===== config.mk =====
export PLATFORM = sky130hd
export DESIGN_NAME = register_read_stage_flat
export DESIGN_NICKNAME = d
export VERILOG_FILES = /design/src/rtl/register_read_stage_if.sv /design/src/rtl/register_read_stage.sv /design/src/flat_wrapper.sv
export SDC_FILE = /design/constraint.sdc
export NUM_CORES = 1
export LEC_CHECK = 0
export CAP_MARGIN = 20
export CORE_MARGIN = 2
export CORE_UTILIZATION = 40
export CTS_CLUSTER_DIAMETER = 100
export DETAILED_ROUTE_END_ITERATION = 12
export GPL_ROUTABILITY_DRIVEN = 0
export PLACE_DENSITY = 0.74
export SETUP_SLACK_MARGIN = 0.1
export SLEW_MARGIN = 20
export SYNTH_ARGS = -nofsm -noshare
export SYNTH_HDL_FRONTEND = slang
export SYNTH_SLANG_ARGS = --single-unit
export TNS_END_PERCENT = 100

===== constraint.sdc =====
create_clock -name clk -period 3.26 [get_ports clk]
set_input_delay 0.326 -clock clk [delete_from_list [all_inputs] [get_ports clk]]
set_output_delay 0.326 -clock clk [all_outputs]
set_load 0.005 [all_outputs]

===== src/rtl/register_read_stage_if.sv =====
// Handshake bundle between decode, the register-read stage and execute.
// The stage sits on the slave side; the decode/execute environment drives
// the master side.
interface register_read_stage_if #(
    parameter int DATA_WIDTH    = 32,
    parameter int SEL_WIDTH     = 4,
    parameter int PAYLOAD_WIDTH = 64
);
    // Decode -> stage
    logic                     in_valid;
    logic                     in_ready;
    logic [SEL_WIDTH-1:0]     in_sel_ra;
    logic [SEL_WIDTH-1:0]     in_sel_rb;
    logic [SEL_WIDTH-1:0]     in_sel_rc;
    logic                     in_dest_en;
    logic [SEL_WIDTH-1:0]     in_dest_sel;
    logic [PAYLOAD_WIDTH-1:0] in_payload;

    // Stage -> execute
    logic                     out_valid;
    logic                     out_ready;
    logic [DATA_WIDTH-1:0]    out_data_ra;
    logic [DATA_WIDTH-1:0]    out_data_rb;
    logic [DATA_WIDTH-1:0]    out_data_rc;
    logic [PAYLOAD_WIDTH-1:0] out_payload;

    modport slave (
        input  in_valid, in_sel_ra, in_sel_rb, in_sel_rc,
               in_dest_en, in_dest_sel, in_payload, out_ready,
        output in_ready, out_valid, out_data_ra, out_data_rb, out_data_rc,
               out_payload
    );

    modport master (
        output in_valid, in_sel_ra, in_sel_rb, in_sel_rc,
               in_dest_en, in_dest_sel, in_payload, out_ready,
        input  in_ready, out_valid, out_data_ra, out_data_rb, out_data_rc,
               out_payload
    );
endinterface


===== src/rtl/register_read_stage.sv =====
// Register-read pipeline stage.
// Drives the register file's three synchronous read ports, tracks registers
// with an outstanding write in a pending scoreboard, stalls decode on RAW/WAW
// hazards, and forwards operands plus payload to execute one cycle after
// acceptance. A hold buffer keeps operands stable under execute back-pressure,
// because the register file output is only valid in the cycle after a read.
module register_read_stage #(
    parameter int DATA_WIDTH    = 32,
    parameter int NUM_REGS      = 16,
    parameter int SEL_WIDTH     = 4,
    parameter int PAYLOAD_WIDTH = 64
) (
    input  logic                  clk,
    input  logic                  rst_n,
    register_read_stage_if.slave  bus,
    output logic [SEL_WIDTH-1:0]  rf_read_sel_ra,
    output logic [SEL_WIDTH-1:0]  rf_read_sel_rb,
    output logic [SEL_WIDTH-1:0]  rf_read_sel_rc,
    input  logic [DATA_WIDTH-1:0] rf_read_data_ra,
    input  logic [DATA_WIDTH-1:0] rf_read_data_rb,
    input  logic [DATA_WIDTH-1:0] rf_read_data_rc,
    input  logic                  wb_en,
    input  logic [SEL_WIDTH-1:0]  wb_sel
);

    // IDLE: nothing for execute. LIVE: operands come straight from the
    // register file read data. HELD: operands come from the hold registers.
    typedef enum logic [1:0] {
        ST_IDLE = 2'd0,
        ST_LIVE = 2'd1,
        ST_HELD = 2'd2
    } state_t;

    state_t                   state_r;
    state_t                   state_nxt_s;

    logic [NUM_REGS-1:0]      pending_r;
    logic [NUM_REGS-1:0]      pending_nxt_s;
    logic [NUM_REGS-1:0]      clr_mask_s;
    logic [NUM_REGS-1:0]      set_mask_s;
    logic [NUM_REGS-1:0]      pend_eff_s;

    logic                     hazard_s;
    logic                     in_ready_s;
    logic                     accept_s;

    logic [SEL_WIDTH-1:0]     sel_ra_r;
    logic [SEL_WIDTH-1:0]     sel_rb_r;
    logic [SEL_WIDTH-1:0]     sel_rc_r;

    logic [PAYLOAD_WIDTH-1:0] payload_r;
    logic [DATA_WIDTH-1:0]    hold_ra_r;
    logic [DATA_WIDTH-1:0]    hold_rb_r;
    logic [DATA_WIDTH-1:0]    hold_rc_r;

    logic                     out_valid_s;
    logic [DATA_WIDTH-1:0]    out_data_ra_s;
    logic [DATA_WIDTH-1:0]    out_data_rb_s;
    logic [DATA_WIDTH-1:0]    out_data_rc_s;

    // One-hot scoreboard mask for a register select; register 0 is never
    // tracked, so it always yields an empty mask.
    function automatic logic [NUM_REGS-1:0] reg_mask(
        input logic                 en,
        input logic [SEL_WIDTH-1:0] sel
    );
        logic [NUM_REGS-1:0] m;
        m = {NUM_REGS{1'b0}};
        if (en && (sel != {SEL_WIDTH{1'b0}})) begin
            m[sel] = 1'b1;
        end else begin
            m = {NUM_REGS{1'b0}};
        end
        return m;
    endfunction

    // True when a select refers to a register that still awaits a write.
    function automatic logic reg_busy(
        input logic [NUM_REGS-1:0]  pend,
        input logic [SEL_WIDTH-1:0] sel
    );
        return (sel != {SEL_WIDTH{1'b0}}) && pend[sel];
    endfunction

    // Scoreboard view for this cycle: a writeback retires its bit before the
    // hazard check so an instruction can issue in the writeback cycle.
    always_comb begin
        clr_mask_s = reg_mask(wb_en, wb_sel);
        pend_eff_s = pending_r & ~clr_mask_s;
        hazard_s   = reg_busy(pend_eff_s, bus.in_sel_ra)
                   | reg_busy(pend_eff_s, bus.in_sel_rb)
                   | reg_busy(pend_eff_s, bus.in_sel_rc)
                   | (bus.in_dest_en & reg_busy(pend_eff_s, bus.in_dest_sel));
    end

    // Accept when hazard-free and the output slot is empty or draining.
    always_comb begin
        in_ready_s    = ~hazard_s & ((state_r == ST_IDLE) | bus.out_ready);
        accept_s      = bus.in_valid & in_ready_s;
        set_mask_s    = reg_mask(accept_s & bus.in_dest_en, bus.in_dest_sel);
        // A new destination claim overrides a same-cycle retire of that bit.
        pending_nxt_s = pend_eff_s | set_mask_s;
    end

    // Pending-write scoreboard register.
    always_ff @(posedge clk or negedge rst_n) begin
        if (!rst_n) begin
            pending_r <= {NUM_REGS{1'b0}};
        end else begin
            pending_r <= pending_nxt_s;
        end
    end

    // Remember the last accepted selects so the read ports stay parked on them.
    always_ff @(posedge clk or negedge rst_n) begin
        if (!rst_n) begin
            sel_ra_r <= {SEL_WIDTH{1'b0}};
            sel_rb_r <= {SEL_WIDTH{1'b0}};
            sel_rc_r <= {SEL_WIDTH{1'b0}};
        end else if (accept_s) begin
            sel_ra_r <= bus.in_sel_ra;
            sel_rb_r <= bus.in_sel_rb;
            sel_rc_r <= bus.in_sel_rc;
        end
    end

    // Read ports follow decode on accept so data arrives in the next cycle.
    always_comb begin
        if (accept_s) begin
            rf_read_sel_ra = bus.in_sel_ra;
            rf_read_sel_rb = bus.in_sel_rb;
            rf_read_sel_rc = bus.in_sel_rc;
        end else begin
            rf_read_sel_ra = sel_ra_r;
            rf_read_sel_rb = sel_rb_r;
            rf_read_sel_rc = sel_rc_r;
        end
    end

    // Capture the payload alongside the register read it belongs to.
    always_ff @(posedge clk or negedge rst_n) begin
        if (!rst_n) begin
            payload_r <= {PAYLOAD_WIDTH{1'b0}};
        end else if (accept_s) begin
            payload_r <= bus.in_payload;
        end
    end

    // Freeze the read data the first cycle execute refuses it; the register
    // file output is not guaranteed to stay put afterwards.
    always_ff @(posedge clk or negedge rst_n) begin
        if (!rst_n) begin
            hold_ra_r <= {DATA_WIDTH{1'b0}};
            hold_rb_r <= {DATA_WIDTH{1'b0}};
            hold_rc_r <= {DATA_WIDTH{1'b0}};
        end else if ((state_r == ST_LIVE) && !bus.out_ready) begin
            hold_ra_r <= rf_read_data_ra;
            hold_rb_r <= rf_read_data_rb;
            hold_rc_r <= rf_read_data_rc;
        end
    end

    // Output-slot state register.
    always_ff @(posedge clk or negedge rst_n) begin
        if (!rst_n) begin
            state_r <= ST_IDLE;
        end else begin
            state_r <= state_nxt_s;
        end
    end

    // Output-slot next state; LIVE and HELD drain identically.
    always_comb begin
        state_nxt_s = state_r;
        case (state_r)
            ST_IDLE: begin
                if (accept_s) begin
                    state_nxt_s = ST_LIVE;
                end else begin
                    state_nxt_s = ST_IDLE;
                end
            end
            ST_LIVE, ST_HELD: begin
                if (!bus.out_ready) begin
                    state_nxt_s = ST_HELD;
                end else if (accept_s) begin
                    state_nxt_s = ST_LIVE;
                end else begin
                    state_nxt_s = ST_IDLE;
                end
            end
            default: begin
                state_nxt_s = ST_IDLE;
            end
        endcase
    end

    // Operand source select: read data while LIVE, hold buffer while HELD.
    always_comb begin
        out_valid_s   = 1'b0;
        out_data_ra_s = rf_read_data_ra;
        out_data_rb_s = rf_read_data_rb;
        out_data_rc_s = rf_read_data_rc;
        case (state_r)
            ST_IDLE: begin
                out_valid_s = 1'b0;
            end
            ST_LIVE: begin
                out_valid_s = 1'b1;
            end
            ST_HELD: begin
                out_valid_s   = 1'b1;
                out_data_ra_s = hold_ra_r;
                out_data_rb_s = hold_rb_r;
                out_data_rc_s = hold_rc_r;
            end
            default: begin
                out_valid_s = 1'b0;
            end
        endcase
    end

    assign bus.in_ready    = in_ready_s;
    assign bus.out_valid   = out_valid_s;
    assign bus.out_data_ra = out_data_ra_s;
    assign bus.out_data_rb = out_data_rb_s;
    assign bus.out_data_rc = out_data_rc_s;
    assign bus.out_payload = payload_r;

endmodule


===== src/flat_wrapper.sv =====
// flat-port wrapper written by rule: the top's interface ports become plain ports
module register_read_stage_flat 
#(
    parameter int DATA_WIDTH    = 32,
    parameter int NUM_REGS      = 16,
    parameter int SEL_WIDTH     = 4,
    parameter int PAYLOAD_WIDTH = 64
)
  (clk, rst_n, rf_read_sel_ra, rf_read_sel_rb, rf_read_sel_rc, rf_read_data_ra, rf_read_data_rb, rf_read_data_rc, wb_en, wb_sel, bus_in_valid, bus_in_sel_ra, bus_in_sel_rb, bus_in_sel_rc, bus_in_dest_en, bus_in_dest_sel, bus_in_payload, bus_out_ready, bus_in_ready, bus_out_valid, bus_out_data_ra, bus_out_data_rb, bus_out_data_rc, bus_out_payload);
  register_read_stage_if #(.DATA_WIDTH(DATA_WIDTH), .SEL_WIDTH(SEL_WIDTH), .PAYLOAD_WIDTH(PAYLOAD_WIDTH)) bus_i ();
  input  logic clk;
  input  logic rst_n;
  output logic [SEL_WIDTH-1:0] rf_read_sel_ra;
  output logic [SEL_WIDTH-1:0] rf_read_sel_rb;
  output logic [SEL_WIDTH-1:0] rf_read_sel_rc;
  input  logic [DATA_WIDTH-1:0] rf_read_data_ra;
  input  logic [DATA_WIDTH-1:0] rf_read_data_rb;
  input  logic [DATA_WIDTH-1:0] rf_read_data_rc;
  input  logic wb_en;
  input  logic [SEL_WIDTH-1:0] wb_sel;
  input wire logic [$bits(bus_i.in_valid)-1:0] bus_in_valid;
  input wire logic [$bits(bus_i.in_sel_ra)-1:0] bus_in_sel_ra;
  input wire logic [$bits(bus_i.in_sel_rb)-1:0] bus_in_sel_rb;
  input wire logic [$bits(bus_i.in_sel_rc)-1:0] bus_in_sel_rc;
  input wire logic [$bits(bus_i.in_dest_en)-1:0] bus_in_dest_en;
  input wire logic [$bits(bus_i.in_dest_sel)-1:0] bus_in_dest_sel;
  input wire logic [$bits(bus_i.in_payload)-1:0] bus_in_payload;
  input wire logic [$bits(bus_i.out_ready)-1:0] bus_out_ready;
  output wire logic [$bits(bus_i.in_ready)-1:0] bus_in_ready;
  output wire logic [$bits(bus_i.out_valid)-1:0] bus_out_valid;
  output wire logic [$bits(bus_i.out_data_ra)-1:0] bus_out_data_ra;
  output wire logic [$bits(bus_i.out_data_rb)-1:0] bus_out_data_rb;
  output wire logic [$bits(bus_i.out_data_rc)-1:0] bus_out_data_rc;
  output wire logic [$bits(bus_i.out_payload)-1:0] bus_out_payload;
  assign bus_i.in_valid = bus_in_valid;
  assign bus_i.in_sel_ra = bus_in_sel_ra;
  assign bus_i.in_sel_rb = bus_in_sel_rb;
  assign bus_i.in_sel_rc = bus_in_sel_rc;
  assign bus_i.in_dest_en = bus_in_dest_en;
  assign bus_i.in_dest_sel = bus_in_dest_sel;
  assign bus_i.in_payload = bus_in_payload;
  assign bus_i.out_ready = bus_out_ready;
  assign bus_in_ready = bus_i.in_ready;
  assign bus_out_valid = bus_i.out_valid;
  assign bus_out_data_ra = bus_i.out_data_ra;
  assign bus_out_data_rb = bus_i.out_data_rb;
  assign bus_out_data_rc = bus_i.out_data_rc;
  assign bus_out_payload = bus_i.out_payload;
  register_read_stage #(.DATA_WIDTH(DATA_WIDTH), .NUM_REGS(NUM_REGS), .SEL_WIDTH(SEL_WIDTH), .PAYLOAD_WIDTH(PAYLOAD_WIDTH)) u_core (.clk(clk), .rst_n(rst_n), .bus(bus_i), .rf_read_sel_ra(rf_read_sel_ra), .rf_read_sel_rb(rf_read_sel_rb), .rf_read_sel_rc(rf_read_sel_rc), .rf_read_data_ra(rf_read_data_ra), .rf_read_data_rb(rf_read_data_rb), .rf_read_data_rc(rf_read_data_rc), .wb_en(wb_en), .wb_sel(wb_sel));
endmodule

# --- Word-level counts from Yosys, hierarchy flattened ---
# Index checks and enable logic that the tools add are counted.
# W data, S select, Z words.
word_totals:
  wordCells: 71
  inputBits: 186
  output_inout_bits: 174
  reg_bits: 190
classes:
  muxes: 24
  n_eq_ne: 2
  magnitude_cmp: 7
  bitwise: 12
  reduce_logical: 17
ops:
  columns: ["operator", "n"]
  rows:
  - ["$mux W32", 3]
  - ["$mux W16", 2]
  - ["$lt A4 B5 Y1 const B", 5]
  - ["$reduce_bool A4 Y1", 5]
  - ["$and A16 B16 Y16", 1]
  - ["$bmux W1 S4", 4]
  - ["$not A16 Y16", 1]
  - ["$or A16 B16 Y16", 1]
  - ["$mux W4", 3]
  - ["$logic_and A1 B1 Y1", 9]
  - ["$demux W1 S4", 2]
  - ["$ge A4 B1 Y1 const B", 2]
  - ["$mux W1", 8]
  - ["$and A1 B1 Y1", 4]
  - ["$or A1 B1 Y1", 4]
  - ["$pmux W2 S2", 1]
  - ["$eq A2 B1 Y1 const B", 1]
  - ["$eq A2 B2 Y1 const B", 1]
  - ["$logic_not A2 Y1", 1]
  - ["$mux W2", 1]
  - ["$reduce_or A2 Y1", 1]
  - ["$logic_not A1 Y1", 1]
  - ["$not A1 Y1", 1]

# --- Logic depth before layout (Yosys ltp) ---
# Gate-level depths: netlist of run 1.
depth:
  ltp_word: 20
  mapped_depth: 10

# --- Worst setup path before layout of run 1 ---
# Ideal clock, no wire load.
synth_path:
  path_kind: "input to output"
  startpoint: "input wb_sel[1]"
  endpoint: "output rf_read_sel_rb[1]"
  stages: 9
  arrival_ns: 2.688
  n_path_buf: 2
  path_slack_ns: 0.246
  path_cell_list: "or2_1 > buf_2 > o21a_1 > mux4_2 > a2111o_1 > a31oi_4 > nand4_4 > buf_2 > mux2_1"
synth_via:
  elab_chain_len: 17
synth_rtl:
  columns: ["item", "line", "rtl"]
  rows:
  - ["from (decl)", "flat_wrapper.sv:20", "input logic [SEL_WIDTH-1:0] wb_sel;"]
  - ["$lt A4 B5 Y1 (not written as such) or $ge A4 B1 Y1 (tied branches)", "register_read_stage.sv:70", "m[sel] = 1'b1;"]
  - ["$logic_and A1 B1 Y1 (not written as such)", "register_read_stage.sv:70", null]
  - ["$mux W1 (not written as such)", "register_read_stage.sv:70", null]
  - ["$demux W1 S4", null, null]
  - ["$mux W16 *", "register_read_stage.sv:69", "if (en && (sel != {SEL_WIDTH{1'b0}})) begin"]
  - ["$not A16 Y16 *", "register_read_stage.sv:89", "pend_eff_s = pending_r & ~clr_mask_s;"]
  - ["$and A16 B16 Y16 *", "register_read_stage.sv:89", null]
  - ["$bmux W1 S4", "register_read_stage.sv:82", "return (sel != {SEL_WIDTH{1'b0}}) && pend[sel];"]
  - ["$mux W1 (not written as such)", "register_read_stage.sv:82", null]
  - ["$logic_and A1 B1 Y1", "register_read_stage.sv:82", null]
  - ["$or A1 B1 Y1", "register_read_stage.sv:91", "| reg_busy(pend_eff_s, bus.in_sel_rb)"]
  - ["$or A1 B1 Y1", "register_read_stage.sv:92", "| reg_busy(pend_eff_s, bus.in_sel_rc)"]
  - ["$or A1 B1 Y1 *", "register_read_stage.sv:93", "| (bus.in_dest_en & reg_busy(pend_eff_s, bus.in_dest_sel));"]
  - ["$not A1 Y1 *", "register_read_stage.sv:98", "in_ready_s = ~hazard_s & ((state_r == ST_IDLE) | bus.out_ready);"]
  - ["$and A1 B1 Y1 *", "register_read_stage.sv:98", null]
  - ["$and A1 B1 Y1 *", "register_read_stage.sv:99", "accept_s = bus.in_valid & in_ready_s;"]
  - ["$mux W4 *", "register_read_stage.sv:129", "if (accept_s) begin"]
  - ["to (decl)", "flat_wrapper.sv:14", "output logic [SEL_WIDTH-1:0] rf_read_sel_rb;"]
# Every way passes the cells marked *; elsewhere a longest branch is shown, timed or not. The select of a mux whose other input is x is not followed.

# --- Final worst setup path of run 1 ---
layout_path:
  startpoint: "input wb_sel[0]"
  endpoint: "output rf_read_sel_rb[2]"
# The elaborated chain is that of the path after synthesis.

==> results of run 1 <==
==> sequential cells by signal, summed over array words and instances, names as in the netlist <==
| signal | flops |
|---|---|
| u_core.pending_r | 16 |
| u_core.sel_rb_r | 4 |
| u_core.sel_ra_r | 4 |
| u_core.state_r | 2 |
| u_core.hold_rb_r | 32 |
| u_core.hold_ra_r | 32 |
| u_core.hold_rc_r | 32 |
| u_core.bus.out_payload | 64 |
| u_core.sel_rc_r | 4 |
==> timing repair <==
item                                    in CTS  in global routing
pin swaps                                    8                  1
setup buffers                                8                  6
hold buffers                                 1                  0
endpoints found under the hold margin       69                  0
endpoints found under the setup margin      13                 13
cloned                                       1                  0
gates resized for setup                     84                 13
==> final cells by class <==
type	count	area share [%]
Timing Repair Buffer	434	30.1
Tap cell	313	2.71
Clock inverter	14	1.01
Clock buffer	18	2.97
Sequential cell	190	32.8
Multi-Input combinational cell	431	30.1
Inverter	12	0.311
==> cells in the mapped netlist (2+ instances only) <==
cell type	instances	area (um^2)
mux2i_1	5	50.1
mux4_2	4	90.1
nand3_1	10	50.1
o211ai_1	13	97.6
buf_12	5	100
o221ai_1	2	17.5
nand2_1	20	75.1
clkbuf_1	30	113
inv_1	12	45.0
a21oi_1	7	35.0
mux2_1	18	203
dfrtp_1	190	4750
a211oi_1	3	22.5
nor3_1	2	10.0
and3_1	2	12.5
mux2_2	215	2420
o2111ai_1	12	105
buf_1	7	26.3
nor2_1	7	26.3
o21ai_0	31	155
buf_2	2	10.0
nand2b_1	3	18.8
or3_1	3	18.8
o311ai_0	2	17.5
nand3b_1	2	15.0
mux2_4	36	541
ha_1	4	50.1
nor2b_1	2	12.5
o21a_1	6	45.0
==> tightest hold or removal path: stages <==
cell and delay, ns:
buf_2 0.12, nand3b_1 0.14, o21ai_0 0.15, o21ai_0 0.11
==> per-layer routing <==
layer	up-vias	track usage, %	wire length, um
met2	304	38.2	14000
met1	3545	26.2	11000
li1	3324	-	-
met5	-	0	0
met4	0	8.70	818
met3	53	5.62	2080
==> worst max-delay path by stage <==
| stage | from | to | slack (ns) | depth (start not counted) |
|---|---|---|---|---|
| 5_1_grt | u_core.pending_r[5] | rf_read_sel_rb[2] | -0.08 | 9 |
| 4_1_cts | u_core.pending_r[5] | rf_read_sel_rb[1] | -0.002 | 9 |
| 2_1_floorplan | wb_sel[1] | rf_read_sel_rb[1] | 0.25 | 9 |
| 3_3_place_gp | wb_sel[3] | rf_read_sel_rc[0] | -0.63 | 10 |
| 3_5_place_dp | wb_sel[3] | rf_read_sel_rc[0] | -0.69 | 10 |
| 6_report | wb_sel[0] | rf_read_sel_rb[2] | -0.02 | 11 |
==> metrics by stage <==
step                      utilization [%]  cell area, um^2  setup WS (ns)
final                                63.5            14500        -0.0211
after global routing                 63.5            14500        -0.0775
after CTS                            63.1            14400       -0.00156
after detailed placement             60.1            13700         -0.690
after global placement               60.1            13700         -0.627
after floorplan                         -             9370          0.246
==> cells by family (layout without fill, tap and decap cells) <==
| logic type | after synthesis | count (layout) | synth area share, % |
|---|---|---|---|
| compound gates | 88 | 88 | 6.51 |
| flops | 190 | 190 | 50.8 |
| buf+inv | 58 | 478 | 3.38 |
| fa+ha+maj | 4 | 4 | 0.534 |
| simple gates | 61 | 61 | 3.53 |
| mux | 278 | 278 | 35.3 |
==> power groups by stage <==
| stage | clock network (mW) | logic [mW] | registers (mW) |
|---|---|---|---|
| after global routing | 2.21 | 3.83 | 3.93 |
| final | 2.06 | 3.58 | 3.82 |
| after global placement | 0 | 3.43 | 3.78 |
| after CTS | 2.12 | 3.55 | 3.81 |
| after floorplan | 0 | 1.62 | 3.76 |
| after detailed placement | 0 | 3.49 | 3.85 |
==> placed cells by master (no fill, tap or decap), types with 2 or more instances in the layout <==
master           netlist  routed
mux4_2                 4       4
a21oi_1                7       7
inv_8                  0       2
or3_1                  3       3
and4_4                 1       2
nor3_1                 2       2
mux2_2               215     210
ha_1                   4       3
dfrtp_1              190     190
o2111ai_1             12      12
mux2_4                36      46
clkinv_4               0       2
clkinv_8               0       3
buf_2                  2       4
o21ai_0               31      31
nor2_1                 7       7
buf_12                 5      12
o211ai_1              13      13
clkbuf_16              0      17
nor2b_1                2       2
mux2_1                18      13
buf_6                  0      15
and3_1                 2       2
buf_4                  1      56
nand3_1               10      10
nand2b_1               3       2
inv_1                 12      12
a211oi_1               3       3
inv_6                  0       6
clkdlybuf4s15_1        0       2
mux2i_1                5       5
nand3b_1               2       2
clkdlybuf4s50_1        0     339
nand2_1               20      20
o21a_1                 6       6
o221ai_1               2       2
==> results.md, run 1 <==
- Status: finished, violations left
- Failing checks: negative setup slack
- Largest stage delay on the critical path: 0.46 ns
- Ant. Diodes: 0
- Seq cells post-synth: 190
- Boundary Pins: 360
- TNS Setup: -0.0730 ns
- Yosys warnings: 0
- Root buffer cell: clkbuf_16
- Critical path's slowest cell: mux4_2
- R2R cell count: 8
- Clock-pin slew on the worst setup and hold paths: 0.08 ns
- Startpoint Class: input port
- Maximum root-to-sink buffer count: 2
- Total GRT Usage: 22.0%
- Reg2Reg Launch Point: u_core.pending_r[5]
- RSZ-0062 raised after global routing: yes
- Avg Inst Size Synth: 13.8 um^2
- CP bufs+invs: 4
- PortBufs: 359
- TritonCTS buffer count: 17
- Worst Path Arrival: 2.96 ns
- Hold Fails Final Rpt: 0
- Syn-to-layout area delta: 54.5%
- Syn Std Cell Area: 9370 um^2
- CP max FO: 5
- Slew @ Worst Pin: 0.763 ns
- Setup violators final: 5
- CTS HTree Levels: 4
- Core area: 22800 um^2
- Clock power share: 21.8%
- Register area: 4750 um^2
- Vias: 7226
- Multi-input logic area: 4360 um^2
- Min-Delay Path Class: input port to register
- Maximum VDD drop: 350 uV
- Gate power share: 37.8%
- Min Hold Slack: 0.446 ns
- Vert. Die Dim: 157 um
- Grt ovf: 0
- Largest net degree at the start of global routing: 87
- HPWL after DPL: 20400 um
- Initial antenna violation count: 0
- Worst relative slew slack: 49.1%
- Filler instances: 1743
- Overall Power: 9.46 mW
- Vias per cell: 5.12
- Top delay family on crit path: compound AO/OA/AOI/OAI gates
- Period utilisation layout: 101%
- Leak Pwr: 6.04 nW
- Nets: 1276
- Detailed Route WL: 27900 um
- Dpl cells: 1364
- Capturing point of the worst reg2reg path: u_core.bus.out_payload[43]
- Full die area: 24700 um^2
- First DRT Iteration DRCs: 484
- Post-synthesis cell count: 679
- Flop2flop setup slack: 0.50 ns
- Max frequency: 0.305 GHz
- Starting Density: 41.1%
- Seq pwr share: 40.4%
- Clock period minus final worst setup slack: 3.28 ns
- Pre-Repair DR Iteration Count: 5
- Synth cell types: 53
- Clock sinks: 190
- Final Max Tran Viols: 0
- Final setup margin: -0.0211 ns
- Number of synthesized flops with an enable pin: 0
- Die W: 157 um
- FFs w/ async S/R, synth: 100%
- Req. time, crit path: 2.93 ns
- Clock Latency Late Sink: 0.44 ns
- P_int: 6.81 mW
- Seq/Total Area, Yosys: 50.8%
- Syn Nets: 869
- CTS tree: built
- Worst hold endpoint: u_core.pending_r[10]
- Clock skew: 0.0149 ns
- First-pass GRT wire length: 42100 um
- # rows: 55
- Vias in the first global route: 7668
- Non-filler cells, final: 1412
- Crit Path Class: input port to primary output
- Worst-path cell chain: clkdlybuf4s15_1 -> or2_1 -> o21a_1 -> mux4_2 -> a2111o_1 -> a31oi_4 -> nand4_4 -> buf_12 -> buf_16 -> mux2_4 -> buf_6
- Final ANT Viol Nets: 0
- Routed WL per cell: 19.8 um
- Psw: 2.65 mW
- DRC: 0
- # Max-Cap Violations: 0
- Synth Flop Type: dfrtp_1
- Switching portion of total power: 28.0%
- Hold path start: wb_en
- Power per cell area: 654 nW/um^2
- Hold path cells: 4
- Crit end category: primary output
- Layout cells sized above 1: 35.6%
Note: power is estimated with default switching activity, not from simulation.
==> run 2, diff against run 1 <==
==> constraint.sdc (replaced) <==
create_clock -name clk -period 3.26 [get_ports clk]
set_input_delay 0.326 -clock clk [delete_from_list [all_inputs] [get_ports clk]]
set_output_delay 0.326 -clock clk [all_outputs]
set_load 0.05 [all_outputs]
==> run 2 against run 1 <==
Against the previous run: the flow now finishes without violations; wire length decreased by 0.56%; power increased by 22%; sequential power barely moved; non-clock buffer count is 1 lower; register-to-register slack lost 0.13 ns; first-iteration DRC count shrank 14%; highest routed layer unchanged.
==> results.md, run 2 (same netlist as run 1, synthesis figures left out) <==
- Critical path's slowest cell: mux4_2 (unchanged)
- Total GRT Usage: 22.2% (was 22.0%)
- Leak Pwr: 6.00 nW (was 6.04 nW)
- Grt ovf: 0 (unchanged)
- Worst-path cell chain: clkdlybuf4s15_1 -> or2_1 -> o21a_1 -> mux4_2 -> a2111o_1 -> a31oi_4 -> nand4_4 -> buf_12 -> buf_12 -> mux2_4 -> buf_12 (was clkdlybuf4s15_1 -> or2_1 -> o21a_1 -> mux4_2 -> a2111o_1 -> a31oi_4 -> nand4_4 -> buf_12 -> buf_16 -> mux2_4 -> buf_6)
- TritonCTS buffer count: 17 (unchanged)
- CP max FO: 6 (was 5)
- Die W: 157 um (unchanged)
- Most common cell after layout, fill and taps aside: clkdlybuf4s50_1 (unchanged)
- DRC: 0 (unchanged)
- Worst relative slew slack: 54.0% (was 49.1%)
- Hold Fails Final Rpt: 0 (unchanged)
- CTS HTree Levels: 4 (unchanged)
- Overall Power: 11.5 mW (was 9.46 mW)
- Worst path depth: 11 (unchanged)
- Clock-pin slew on the worst setup and hold paths: 0.08 ns (about the same)
- # rows: 55 (unchanged)
- Clock skew: 0.0146 ns (was 0.0149 ns)
- Non-filler cells, final: 1411 (was 1412)
- Clock Latency Late Sink: 0.42 ns (was 0.44 ns)
- Max frequency: 0.309 GHz (was 0.305 GHz)
- Min-Delay Path Class: input port to register (unchanged)
- RSZ-0062 raised after global routing: yes (unchanged)
- Clock sinks: 190 (unchanged)
- Post-place setup slack: -0.363 ns (was -0.690 ns)
- Top delay family on crit path: compound AO/OA/AOI/OAI gates (unchanged)
- Vias per cell: 5.10 (was 5.12)
- Starting Density: 41.1% (unchanged)
- First-pass GRT wire length: 42300 um (was 42100 um)
- Routed WL per cell: 19.7 um (was 19.8 um)
- Maximum VDD drop: 548 uV (was 350 uV)
- Crit Path Class: input port to primary output (unchanged)
- Req. time, crit path: 2.93 ns (about the same)
- Detailed Route WL: 27800 um (was 27900 um)
- Final Max Tran Viols: 0 (unchanged)
- First DRT Iteration DRCs: 416 (was 484)
- Slew @ Worst Pin: 0.690 ns (was 0.763 ns)
- Clock period minus final worst setup slack: 3.23 ns (was 3.28 ns)
- Hold path cells: 4 (unchanged)
- Period utilisation layout: 99.2% (was 101%)
- Boundary Pins: 360 (unchanged)
- Full die area: 24700 um^2 (unchanged)
- Core area: 22800 um^2 (unchanged)
- Vias: 7193 (was 7226)
- R2R cell count: 10 (was 8)
- Largest net degree at the start of global routing: 83 (was 87)
- Pre-Repair DR Iteration Count: 5 (unchanged)
- Largest stage delay on the critical path: 0.45 ns (was 0.46 ns)
- Syn-to-layout area delta: 54.7% (was 54.5%)
- CP bufs+invs: 4 (unchanged)
- Final setup margin: 0.0256 ns (was -0.0211 ns)
- # Max-Cap Violations: 0 (unchanged)
- Root buffer cell: clkbuf_16 (unchanged)
- Startpoint Class: input port (unchanged)
- Worst Path Arrival: 2.91 ns (was 2.96 ns)
- Setup violators final: 0 (was 5)
- Maximum root-to-sink buffer count: 2 (unchanged)
- HPWL after DPL: 20700 um (was 20400 um)
- Layout cells sized above 1: 35.8% (was 35.6%)
- Vias in the first global route: 7625 (was 7668)
- CTS tree: built (unchanged)
- Dpl cells: 1368 (was 1364)
- Max reg flops: 64 (unchanged)
- Most frequent cells in the layout: clkdlybuf4s50_1, mux2_2, dfrtp_1 (unchanged)
- PortBufs: 359 (unchanged)
- Crit end category: primary output (unchanged)
- Final ANT Viol Nets: 0 (unchanged)
- Vert. Die Dim: 157 um (unchanged)
- Nets: 1275 (was 1276)
- TNS Setup: 0 ns (was -0.0730 ns)
- Most frequent CP cell: buf_12
- Initial antenna violation count: 1 (was 0)
- Power per cell area: 796 nW/um^2 (was 654 nW/um^2)
- Status: complete, no violations (was finished, violations left)
run 2: area by class of cell:
class	count	area [um^2]
antenna	1	2.50
clock buffer	18	439
clock inverter	13	124
fill	1730	8290
inverter	12	45.0
multi-input combinational	431	4330
sequential	190	4750
tap	313	392
timing repair buffer	433	4400
run 2: worst paths after layout:
kind                                                  from                          to  slack [ns]
min in group asynchronous                            rst_n        u_core.hold_rb_r[24]        0.49
worst min register to register  u_core.bus.out_payload[62]  u_core.bus.out_payload[62]        0.49
worst min-delay path                    bus_in_dest_sel[0]         u_core.pending_r[7]        0.46
worst max register to register         u_core.pending_r[4]  u_core.bus.out_payload[53]        0.37
worst max-delay path                             wb_sel[1]           rf_read_sel_rb[0]        0.03
max in group asynchronous                            rst_n  u_core.bus.out_payload[19]        1.93
run 2: per-layer routing:
layer / vias to the layer above / part of all wire, % / global-route usage, %
met3: 39 / 8.2 / 6.75
li1: 3320 / - / -
met5: - / 0 / 0
met2: 296 / 51 / 39.4
met4: 0 / 2.5 / 7.36
met1: 3538 / 38 / 25.6
run 2: worst reg2reg max path: stages, from the launching register on:
cell and delay, ns:
dfrtp_1 0.41, o21a_1 0.13, mux4_2 0.45, a2111o_1 0.42, a31oi_4 0.18, buf_4 0.13, buf_4 0.09, buf_4 0.09
and4_4 0.31, buf_4 0.22, mux2_1 0.34
run 2: power by group:
part,total (mW),internal (mW),switching (mW)
Combinational,5.68,2.53,3.15
Clock,2.02,1.03,0.994
Sequential,3.83,3.35,0.484
Total,11.5,6.91,4.63
run 2: what timing repair did:
action	in CTS	in global routing
buffers inserted	7	3
pin swaps	7	0
endpoints found under the hold margin	78	0
hold buffers	1	0
gates cloned	0	0
resized for setup	26	6
setup endpoints to repair	14	81
run 2: through the flow:
| step | util (%) | hold slack, ns | instance area [um^2] |
|---|---|---|---|
| 3_3_place_gp | 60.6 | 0.432 | 13800 |
| 2_1_floorplan | - | 0.0304 | 9370 |
| 5_1_grt | 63.6 | 0.445 | 14500 |
| 3_5_place_dp | 60.6 | 0.429 | 13800 |
| 4_1_cts | 63.4 | 0.452 | 14400 |
| 6_report | 63.6 | 0.461 | 14500 |
==> run 3, diff against run 2 <==
--- a/config.mk
+++ b/config.mk
@@ -6,7 +6,7 @@
 export NUM_CORES = 1
 export LEC_CHECK = 0
 export CAP_MARGIN = 20
-export CORE_MARGIN = 2
+export CORE_MARGIN = 1.5
 export CORE_UTILIZATION = 40
 export CTS_CLUSTER_DIAMETER = 100
 export DETAILED_ROUTE_END_ITERATION = 12
==> run 3 against run 2 <==
Against the previous run: the flow now finishes with violations (negative setup slack); count of clock-buffer cells in the layout unchanged; wire length decreased by 1.5%; fmax decreased by 0.91%; largest power group unchanged; cell count decreased by 0.28%; die area decreased by 1.3%; via count increased by 0.61%; clock skew decreased by 0.0019 ns; sequential share of layout area decreased by 0.10 points.
==> results.md, run 3 (same netlist as run 1, synthesis figures left out) <==
- Crit Path Class: register to primary output (was input port to primary output)
- Die W: 156 um (was 157 um)
- Most common cell after layout, fill and taps aside: clkdlybuf4s50_1 (unchanged)
- Crit path from: u_core.pending_r[6] (was wb_sel[1])
- Status: finished, violations left (was complete, no violations)
- Startpoint Class: register (was input port)
- Reg2Reg Launch Point: u_core.pending_r[6] (was u_core.pending_r[4])
- # Max-Cap Violations: 0 (unchanged)
- CTS HTree Levels: 4 (unchanged)
- Largest stage delay on the critical path: 0.47 ns (was 0.45 ns)
- Min-Delay Path Class: input port to register (unchanged)
- Initial antenna violation count: 0 (was 1)
- Maximum root-to-sink buffer count: 2 (unchanged)
- HPWL after DPL: 20300 um (was 20700 um)
- Clock Latency Late Sink: 0.44 ns (was 0.42 ns)
- Power per cell area: 806 nW/um^2 (was 796 nW/um^2)
- Nets: 1271 (was 1275)
- Vias: 7237 (was 7193)
- Leak Pwr: 6.10 nW (was 6.00 nW)
- Grt ovf: 0 (unchanged)
- DRC: 0 (unchanged)
- Core area: 22800 um^2 (unchanged)
- Max frequency: 0.306 GHz (was 0.309 GHz)
- Final ANT Viol Nets: 0 (unchanged)
- Starting Density: 41.1% (unchanged)
- Ant. Diodes: 0 (was 1)
- Total GRT Usage: 22.5% (was 22.2%)
- Largest net degree at the start of global routing: 87 (was 83)
- Period utilisation layout: 100% (was 99.2%)
- Root buffer cell: clkbuf_16 (unchanged)
- Final setup margin: -0.00414 ns (was 0.0256 ns)
- Max reg flops: 64 (unchanged)
- Hold Fails Final Rpt: 0 (unchanged)
- Final Instance Area: 14500 um^2 (about the same)
- Crit end category: primary output (unchanged)
- Boundary Pins: 360 (unchanged)
- Setup violators final: 2 (was 0)
- Most frequent CP cell: buf_12 (unchanged)
- Clock skew: 0.0127 ns (was 0.0146 ns)
- Most frequent cells in the layout: clkdlybuf4s50_1, mux2_2, dfrtp_1 (unchanged)
- Detailed Route WL: 27300 um (was 27800 um)
- Vias in the first global route: 7551 (was 7625)
- Vias per cell: 5.14 (was 5.10)
- Worst-path cell chain: o21a_1 -> mux4_2 -> a2111o_1 -> a31oi_4 -> nand4_4 -> buf_12 -> buf_12 -> mux2_4 -> buf_12 (was clkdlybuf4s15_1 -> or2_1 -> o21a_1 -> mux4_2 -> a2111o_1 -> a31oi_4 -> nand4_4 -> buf_12 -> buf_12 -> mux2_4 -> buf_12)
- Req. time, crit path: 2.93 ns (about the same)
- Clock sinks: 190 (unchanged)
- Failing checks: negative setup slack
- Overall Power: 11.7 mW (was 11.5 mW)
- Clock period minus final worst setup slack: 3.26 ns (was 3.23 ns)
- First DRT Iteration DRCs: 352 (was 416)
- PortBufs: 359 (unchanged)
- Clock-pin slew on the worst setup and hold paths: 0.08 ns (about the same)
- CP max FO: 7 (was 6)
- Min Hold Slack: 0.470 ns (was 0.461 ns)
- Placement-stage cell area: 13800 um^2 (about the same)
- Final Max Tran Viols: 0 (unchanged)
- RSZ-0062 raised after global routing: yes (unchanged)
- Worst Path Arrival: 2.94 ns (was 2.91 ns)
- Slew @ Worst Pin: 0.718 ns (was 0.690 ns)
- Layout cells sized above 1: 35.6% (was 35.8%)
- Pre-Repair DR Iteration Count: 5 (unchanged)
- Maximum VDD drop: 626 uV (was 548 uV)
- First-pass GRT wire length: 41900 um (was 42300 um)
- CTS tree: built (unchanged)
- TritonCTS buffer count: 17 (unchanged)
- Worst relative slew slack: 52.2% (was 54.0%)
- Filler instances: 1784 (was 1730)
- # rows: 55 (unchanged)
- Routed WL per cell: 19.4 um (was 19.7 um)
- Full die area: 24300 um^2 (was 24700 um^2)
- Syn-to-layout area delta: 55.2% (was 54.7%)
- Vert. Die Dim: 156 um (was 157 um)
- Critical path's slowest cell: mux4_2 (unchanged)
- Hold path start: wb_sel[3] (was bus_in_dest_sel[0])
[run 3: worst max-delay path, delay by kind of cell (launching register included)]
family,cells,cell delay [ns]
DFF,1,0.39
buffers and inverters,3,0.45
and+or+nand+nor,1,0.12
AOI/OAI and AO/OA,3,0.75
muxes,2,0.79
[run 3: area by class of cell]
| type | instances | area [um^2] | area share, % |
|---|---|---|---|
| well taps | 313 | 392 | 2.70 |
| flip-flops and latches | 190 | 4750 | 32.7 |
| inverters | 12 | 45.0 | 0.310 |
| multi-input cells | 431 | 4330 | 29.8 |
| clock buffers | 18 | 439 | 3.02 |
| repair buffers | 429 | 4380 | 30.1 |
| clock inverters | 14 | 189 | 1.30 |
[run 3: final timing paths]
path	cells after the start	slack, ns	to
setup reg to reg	8	0.49	u_core.bus.out_payload[33]
max in group asynchronous	3	1.92	u_core.hold_rc_r[15]
hold reg to reg	1	0.49	u_core.bus.out_payload[58]
setup / recovery	9	-0.004	rf_read_sel_ra[2]
hold / removal	5	0.47	u_core.pending_r[2]
min in group asynchronous	2	0.56	u_core.hold_rb_r[13]
[run 3: layer usage]
layer	vias to the layer above	global-route usage (%)	part of all wire [%]
met5	-	0	0
met4	0	9.12	3.2
met3	56	5.47	7.5
met2	327	38.7	50
met1	3539	26.9	39
li1	3315	-	-
[run 3: through the flow]
stage	cells	setup WS [ns]	utilization (%)	setup TNS (ns)
after floorplan	679	0.182	-	0
after global placement	1362	-0.281	60.4	-16.57
after detailed placement	1362	-0.350	60.4	-20.63
after CTS	1402	-0.0350	63.5	-0.201
after global routing	1407	-0.103	63.8	-0.956
final	1407	-0.00414	63.8	-0.00625
[run 3: report_power, final]
| group | switching (mW) | internal [mW] | total (mW) |
|---|---|---|---|
| Clock | 1.06 | 1.14 | 2.20 |
| Sequential | 0.482 | 3.35 | 3.83 |
| Combinational | 3.15 | 2.53 | 5.68 |
| Total | 4.70 | 7.01 | 11.7 |
[run 3: repair_timing]
| action | 4_1_cts | 5_1_grt |
|---|---|---|
| hold buffers | 1 | 0 |
| buffers inserted | 7 | 5 |
| resized for setup | 24 | 15 |
| setup endpoints to repair | 13 | 20 |
| pin swaps | 8 | 0 |
| endpoints found under the hold margin | 84 | 0 |
